### config.mk
export PLATFORM = sky130hd
export DESIGN_NAME = rv32_pipeline_control_unit
export DESIGN_NICKNAME = d
export VERILOG_FILES = /design/src/rtl/rv32_types.sv /design/src/rtl/rv32_perf_counter.sv /design/src/rtl/rv32_pipeline_control_unit.sv
export SDC_FILE = /design/constraint.sdc
export NUM_CORES = 1
export LEC_CHECK = 0
export ABC_AREA = 0
export ABC_CLOCK_PERIOD_IN_PS = 4300
export CAP_MARGIN = 20
export CORE_UTILIZATION = 56
export DETAILED_ROUTE_END_ITERATION = 8
export PLACE_DENSITY = 0.88
export SYNTH_ARGS = -nofsm -noshare
export SYNTH_HDL_FRONTEND = slang
export SYNTH_SLANG_ARGS = --single-unit
### constraint.sdc
create_clock -name clk -period 4.3 [get_ports clk]
set_clock_uncertainty 0.05 [all_clocks]
set_input_delay 1.29 -clock clk [delete_from_list [all_inputs] [get_ports clk]]
set_output_delay 1.29 -clock clk [all_outputs]
set_load 0.05 [all_outputs]
### src/rtl/rv32_types.sv
// Shared types for the rv32 pipeline control unit: the FSM state encoding
// and the per-stage hold/flush/bubble control bundle.
package rv32_types;

    typedef enum logic [1:0] {
        START     = 2'd0,
        RUN       = 2'd1,
        EXEC_WAIT = 2'd2,
        MEM_WAIT  = 2'd3
    } ctrl_state_t;

    typedef struct packed {
        logic hold_f;
        logic hold_d;
        logic hold_e;
        logic hold_m;
        logic flush_d;
        logic bubble_e;
        logic bubble_m;
        logic bubble_w;
    } pipe_ctrl_t;

    // Width of the memory-wait watchdog counter; covers the full MEM_TIMEOUT range.
    localparam int WAIT_W = 16;

    localparam pipe_ctrl_t CTRL_IDLE   = pipe_ctrl_t'(8'b0000_0000);
    localparam pipe_ctrl_t CTRL_START  = pipe_ctrl_t'(8'b1000_0100);
    localparam pipe_ctrl_t CTRL_HAZARD = pipe_ctrl_t'(8'b1100_0100);
    localparam pipe_ctrl_t CTRL_BRANCH = pipe_ctrl_t'(8'b0000_1100);
    localparam pipe_ctrl_t CTRL_EXEC   = pipe_ctrl_t'(8'b1110_0010);
    localparam pipe_ctrl_t CTRL_MEM    = pipe_ctrl_t'(8'b1111_0001);

endpackage

### src/rtl/rv32_perf_counter.sv
// Free-running event counter: increments on inc, wraps modulo 2^CNT_W.
module rv32_perf_counter #(
    parameter int CNT_W = 32
) (
    input  logic             clk,
    input  logic             resetn,
    input  logic             inc,
    output logic [CNT_W-1:0] count
);

    always_ff @(posedge clk or negedge resetn) begin
        if (!resetn) begin
            count <= '0;
        end else if (inc) begin
            count <= count + CNT_W'(1);
        end
    end

endmodule

### src/rtl/rv32_pipeline_control_unit.sv
// Stall/flush sequencer for the 5-stage rv32 pipeline: turns hazard, branch,
// multi-cycle exec and data-memory handshakes into per-stage hold/bubble controls.
module rv32_pipeline_control_unit
    import rv32_types::*;
#(
    parameter int unsigned MEM_TIMEOUT = 256,
    parameter int          CNT_W       = 32
) (
    input  logic             clk,
    input  logic             resetn,
    input  logic             hazard_stall,
    input  logic             branch_taken,
    input  logic             exec_start,
    input  logic             exec_done,
    input  logic             mem_req,
    input  logic             mem_ready,
    output logic             hold_f,
    output logic             hold_d,
    output logic             hold_e,
    output logic             hold_m,
    output logic             flush_d,
    output logic             bubble_e,
    output logic             bubble_m,
    output logic             bubble_w,
    output logic [1:0]       ctrl_state,
    output logic [CNT_W-1:0] stall_cnt,
    output logic [CNT_W-1:0] flush_cnt,
    output logic             mem_timeout_err
);

    localparam logic [WAIT_W-1:0] TIMEOUT_VAL = WAIT_W'(MEM_TIMEOUT);

    ctrl_state_t       state_q, state_d;
    logic              ret_exec_q, ret_exec_d;
    logic              pend_q, pend_d;
    logic [WAIT_W-1:0] wait_q, wait_next;
    logic              err_q;
    pipe_ctrl_t        ctrl;

    logic mem_hold;
    logic in_exec;
    logic exec_finish;

    assign mem_hold    = mem_req & ~mem_ready;
    // The release cycle of a memory wait taken from EXEC_WAIT still holds E;
    // a done (or pending done) is only consumed once EXEC_WAIT is re-entered.
    assign in_exec     = (state_q == EXEC_WAIT) | ((state_q == MEM_WAIT) & ret_exec_q);
    assign exec_finish = (state_q == EXEC_WAIT) & (exec_done | pend_q);

    always_ff @(posedge clk or negedge resetn) begin
        if (!resetn) begin
            state_q    <= START;
            ret_exec_q <= 1'b0;
            pend_q     <= 1'b0;
        end else begin
            state_q    <= state_d;
            ret_exec_q <= ret_exec_d;
            pend_q     <= pend_d;
        end
    end

    always_comb begin
        state_d    = state_q;
        ret_exec_d = ret_exec_q;
        pend_d     = pend_q;
        case (state_q)
            START: state_d = RUN;
            RUN: begin
                if (mem_hold) begin
                    state_d    = MEM_WAIT;
                    ret_exec_d = exec_start;
                end else if (exec_start) begin
                    state_d = EXEC_WAIT;
                end
            end
            EXEC_WAIT: begin
                if (mem_hold) begin
                    state_d    = MEM_WAIT;
                    ret_exec_d = 1'b1;
                    pend_d     = pend_q | exec_done;
                end else if (exec_finish) begin
                    state_d = RUN;
                    pend_d  = 1'b0;
                end
            end
            MEM_WAIT: begin
                pend_d = pend_q | (exec_done & ret_exec_q);
                if (!mem_hold) begin
                    if (ret_exec_q || exec_start) state_d = EXEC_WAIT;
                    else                          state_d = RUN;
                end
            end
            default: state_d = START;
        endcase
    end

    always_comb begin
        ctrl = CTRL_IDLE;
        if (state_q == START) begin
            ctrl = CTRL_START;
        end else if (mem_hold) begin
            ctrl = CTRL_MEM;
        end else if (in_exec) begin
            if (!exec_finish)      ctrl = CTRL_EXEC;
            else if (branch_taken) ctrl = CTRL_BRANCH;
        end else if (exec_start) begin
            ctrl = CTRL_EXEC;
        end else if (branch_taken) begin
            ctrl = CTRL_BRANCH;
        end else if (hazard_stall) begin
            ctrl = CTRL_HAZARD;
        end
    end

    assign wait_next = (wait_q == '1) ? wait_q : wait_q + WAIT_W'(1);

    always_ff @(posedge clk or negedge resetn) begin
        if (!resetn) begin
            wait_q <= '0;
            err_q  <= 1'b0;
        end else if (mem_hold && (state_q != START)) begin
            wait_q <= wait_next;
            if (wait_next >= TIMEOUT_VAL) err_q <= 1'b1;
        end else begin
            wait_q <= '0;
        end
    end

    rv32_perf_counter #(.CNT_W(CNT_W)) u_stall_cnt (
        .clk    (clk),
        .resetn (resetn),
        .inc    (ctrl.hold_f),
        .count  (stall_cnt)
    );

    rv32_perf_counter #(.CNT_W(CNT_W)) u_flush_cnt (
        .clk    (clk),
        .resetn (resetn),
        .inc    (ctrl.flush_d),
        .count  (flush_cnt)
    );

    assign {hold_f, hold_d, hold_e, hold_m, flush_d, bubble_e, bubble_m, bubble_w} = ctrl;
    assign ctrl_state      = state_q;
    assign mem_timeout_err = err_q;

    // A second start while one op is outstanding is a protocol violation.
    exec_start_in_wait: assert property (
        @(posedge clk) disable iff (!resetn) !((state_q == EXEC_WAIT) && exec_start));

endmodule

==> impl_metrics.xml <==
<?xml version="1.0" encoding="UTF-8"?>
<metrics>
  <group name="yosys">
    <metric name="synthDominantAreaCellType" unit="">dfrtp_1</metric>
    <metric name="synth_seq_cells" unit="">85</metric>
    <metric name="postSynth.asyncResetShare" unit="">1.00</metric>
    <metric name="synthDominantCellAreaShare" unit="">0.506</metric>
    <metric name="post_synth_inst_count" unit="">413</metric>
    <metric name="synth.area.top_cells" unit="">dfrtp_1, xnor2_1, xor2_1</metric>
    <metric name="ys.flop_type" unit="">dfrtp_1</metric>
    <metric name="synth-seq-area-share" unit="">0.506</metric>
    <metric name="syn-num-nets" unit="">424</metric>
    <metric name="post_synth.cell_area_avg" unit="um^2">10.2</metric>
    <metric name="synth_enable_flop_cells" unit="">0</metric>
    <metric name="synth_cell_type_count" unit="">46</metric>
    <metric name="yosys_warnings" unit="">0</metric>
    <metric name="syn_area" unit="um^2">4210</metric>
  </group>
  <group name="routing">
    <metric name="detail_route.iter0.violations" unit="">172</metric>
    <metric name="route.detailed.wl_per_inst" unit="um">14.6</metric>
    <metric name="route.detailed.vias_per_inst" unit="">5.43</metric>
    <metric name="routed_wire_length" unit="um">8800</metric>
    <metric name="drt.antenna.violating_nets" unit="">0</metric>
    <metric name="post-route-drc-count" unit="">0</metric>
    <metric name="drt-pass1-iter-count" unit="">6</metric>
    <metric name="detailroute.via_count" unit="">3264</metric>
  </group>
  <group name="timing">
    <metric name="setup_violations" unit="">0</metric>
    <metric name="final_period_minus_worst_setup_slack" unit="ps">4160</metric>
    <metric name="timing_max_transition_violations_final" unit="">0</metric>
    <metric name="max_clock_freq" unit="GHz">0.240</metric>
    <metric name="setup_tns" unit="ps">0</metric>
    <metric name="setup_repair_after_global_routing_missed_its_margin" unit="">false</metric>
    <metric name="finalHoldViolCount" unit="">0</metric>
    <metric name="timing.slew.headroom" unit="">0.520</metric>
    <metric name="tightest_slew" unit="ps">714</metric>
    <metric name="min_period_over_period" unit="">0.967</metric>
  </group>
  <group name="clock_network">
    <metric name="clock_path_buffers" unit="">2</metric>
    <metric name="cts_tree" unit="">yes</metric>
    <metric name="clk-insertion-delay-late" unit="ps">340</metric>
    <metric name="clock_sinks" unit="">85</metric>
    <metric name="tritoncts.num_buffers" unit="">9</metric>
    <metric name="cts_resized" unit="">0</metric>
    <metric name="cts_htree_levels" unit="">3</metric>
    <metric name="clk_transition_reported_paths" unit="ps">90</metric>
    <metric name="cts.hold.buffers_added" unit="">0</metric>
    <metric name="clk_root_buffer_cell" unit="">clkbuf_8</metric>
    <metric name="post-cts-setup-buffer-count" unit="">0</metric>
  </group>
  <group name="global_routing">
    <metric name="grt_first_pass_wirelength" unit="um">14600</metric>
    <metric name="grt_max_degree" unit="">86</metric>
    <metric name="grt_antenna_before_repair" unit="">0</metric>
    <metric name="grt.total_usage" unit="">0.241</metric>
    <metric name="number_of_global_route_vias_before_repair" unit="">3152</metric>
    <metric name="gr_ovfl_total" unit="">0</metric>
  </group>
  <group name="floorplanning">
    <metric name="overall_die_area" unit="um^2">7860</metric>
    <metric name="fp.dieH" unit="um">88.7</metric>
    <metric name="io-pin-count" unit="">83</metric>
    <metric name="die_x" unit="um">88.7</metric>
    <metric name="row_count" unit="">31</metric>
    <metric name="placeableCoreArea" unit="um^2">7250</metric>
    <metric name="initial_core_util" unit="">0.580</metric>
  </group>
  <group name="pwr">
    <metric name="cellInternalPower" unit="uW">1530</metric>
    <metric name="p_sw" unit="uW">1120</metric>
    <metric name="share_seq_of_total_power" unit="">0.388</metric>
    <metric name="combinationalPowerShare" unit="">0.422</metric>
    <metric name="worst_ir_drop_vdd" unit="uV">493</metric>
    <metric name="power.share.clock" unit="">0.190</metric>
    <metric name="total_power" unit="uW">2650</metric>
    <metric name="switching_share" unit="">0.422</metric>
    <metric name="power_density" unit="nW/um^2">492</metric>
    <metric name="total_leakage_power" unit="uW">0.00230</metric>
  </group>
  <group name="worst_hold_path">
    <metric name="holdCritPathClass" unit="">flip-flop to flip-flop</metric>
  </group>
  <group name="finish">
    <metric name="drive_gt1_frac" unit="">0.0916</metric>
    <metric name="area_growth_syn_to_layout" unit="%">28.2</metric>
    <metric name="layout_common_cells" unit="">dfrtp_1, clkdlybuf4s50_1, nor2_1</metric>
    <metric name="antennaDiodeCount" unit="">0</metric>
    <metric name="layout.cells.most_common" unit="">dfrtp_1</metric>
    <metric name="design.final.nets" unit="">508</metric>
  </group>
  <group name="worst_setup_path">
    <metric name="worst_setup_path_end_kind" unit="">output pin</metric>
    <metric name="timing.critical_path.from_type" unit="">input port</metric>
    <metric name="critPathMaxFanout" unit="">6</metric>
    <metric name="worst_setup_path_type" unit="">input port to output pin</metric>
    <metric name="cp.arrival" unit="ps">2820</metric>
    <metric name="cp_data_required_time" unit="ps">2960</metric>
  </group>
  <group name="run_status">
    <metric name="run_status" unit="">completed</metric>
  </group>
  <group name="placement">
    <metric name="place_hpwl" unit="um">6270</metric>
    <metric name="port_buffers" unit="">82</metric>
    <metric name="place.gp.congestion" unit="">0.860</metric>
  </group>
  <group name="flow_run">
    <metric name="max-cap-violations" unit="">0</metric>
  </group>
</metrics>
## registers in the layout (all words and copies together) (netlist names)
register and cells:
u_flush_cnt.count 32, u_stall_cnt.count 32, wait_q 16, ctrl_state 2
mem_timeout_err 1, pend_q 1, ret_exec_q 1
## layout make-up
type                    instances  area [um^2]
well taps                      99          124
multi-input cells             303         1980
clock inverters                 6         48.8
fillers                       502         1860
repair buffers                 85          941
clock buffers                  10          128
inverters                      13         48.8
flip-flops and latches         85         2130
## power by group through the flow
stage | clock network (uW) | registers (uW) | logic, uW
floorplan | 0 | 1250 | 487
global placement | 0 | 1030 | 1100
detailed placement | 0 | 1040 | 1120
CTS | 517 | 1030 | 1130
global route | 549 | 1050 | 1180
finish | 504 | 1030 | 1120
## Yosys cell counts (2+ instances only)
master,count
dfrtp_1,85
nor2_1,51
xnor2_1,41
nand2_1,32
nand3_1,31
xor2_1,28
nand4_1,18
nor3_1,14
inv_1,13
a21oi_1,11
nor4_1,9
and3_1,7
and2_1,6
clkbuf_1,6
and4_1,5
o21ai_0,5
or3_1,4
a31oi_1,3
ha_1,3
mux2_2,3
nand2b_1,3
nor4_2,3
or2_2,3
a211oi_1,2
a2bb2oi_1,2
buf_2,2
buf_4,2
mux2i_1,2
nor2b_1,2
## per-layer routing
layer | up-vias | global-route usage | routed length [um]
met5 | - | 0 | 0
met4 | 0 | 0.0748 | 97
met3 | 12 | 0.0494 | 370
met1 | 1577 | 0.313 | 3950
li1 | 1592 | - | -
met2 | 83 | 0.407 | 4380
## critical path: stages
cell,delay (ps)
clkdlybuf4s50_1,480
nor2b_1,420
nor2_1,150
a21oi_1,300
buf_12,180
## logic make-up after synthesis
family          synth area share
buf+inv                   0.0265
mux                       0.0128
flops                      0.506
simple gates               0.247
fa+ha+maj                0.00892
compound gates            0.0515
xor+xnor                   0.148
## stage by stage
stage	hold WS, ps	std cells	cell area, um^2	setup WS (ps)	utilization
3_5_place_dp	415	584	5190	161	0.715
3_3_place_gp	411	584	5190	207	0.715
2_1_floorplan	397	413	4210	409	-
5_1_grt	442	601	5390	35.8	0.743
6_report	426	601	5390	140	0.743
4_1_cts	430	600	5370	151	0.740
## worst paths after layout
kind	from	end	slack, ps	cells after the start
max in group asynchronous	resetn	u_stall_cnt.count[14]	2870	2
hold reg to reg	u_flush_cnt.count[31]	u_flush_cnt.count[31]	430	1
min in group asynchronous	resetn	wait_q[8]	740	1
hold / removal	u_flush_cnt.count[31]	u_flush_cnt.count[31]	430	1
setup / recovery	mem_req	hold_d	140	5
setup reg to reg	u_flush_cnt.count[3]	u_flush_cnt.count[30]	1810	6
Power figures use the tool's default switching activity.
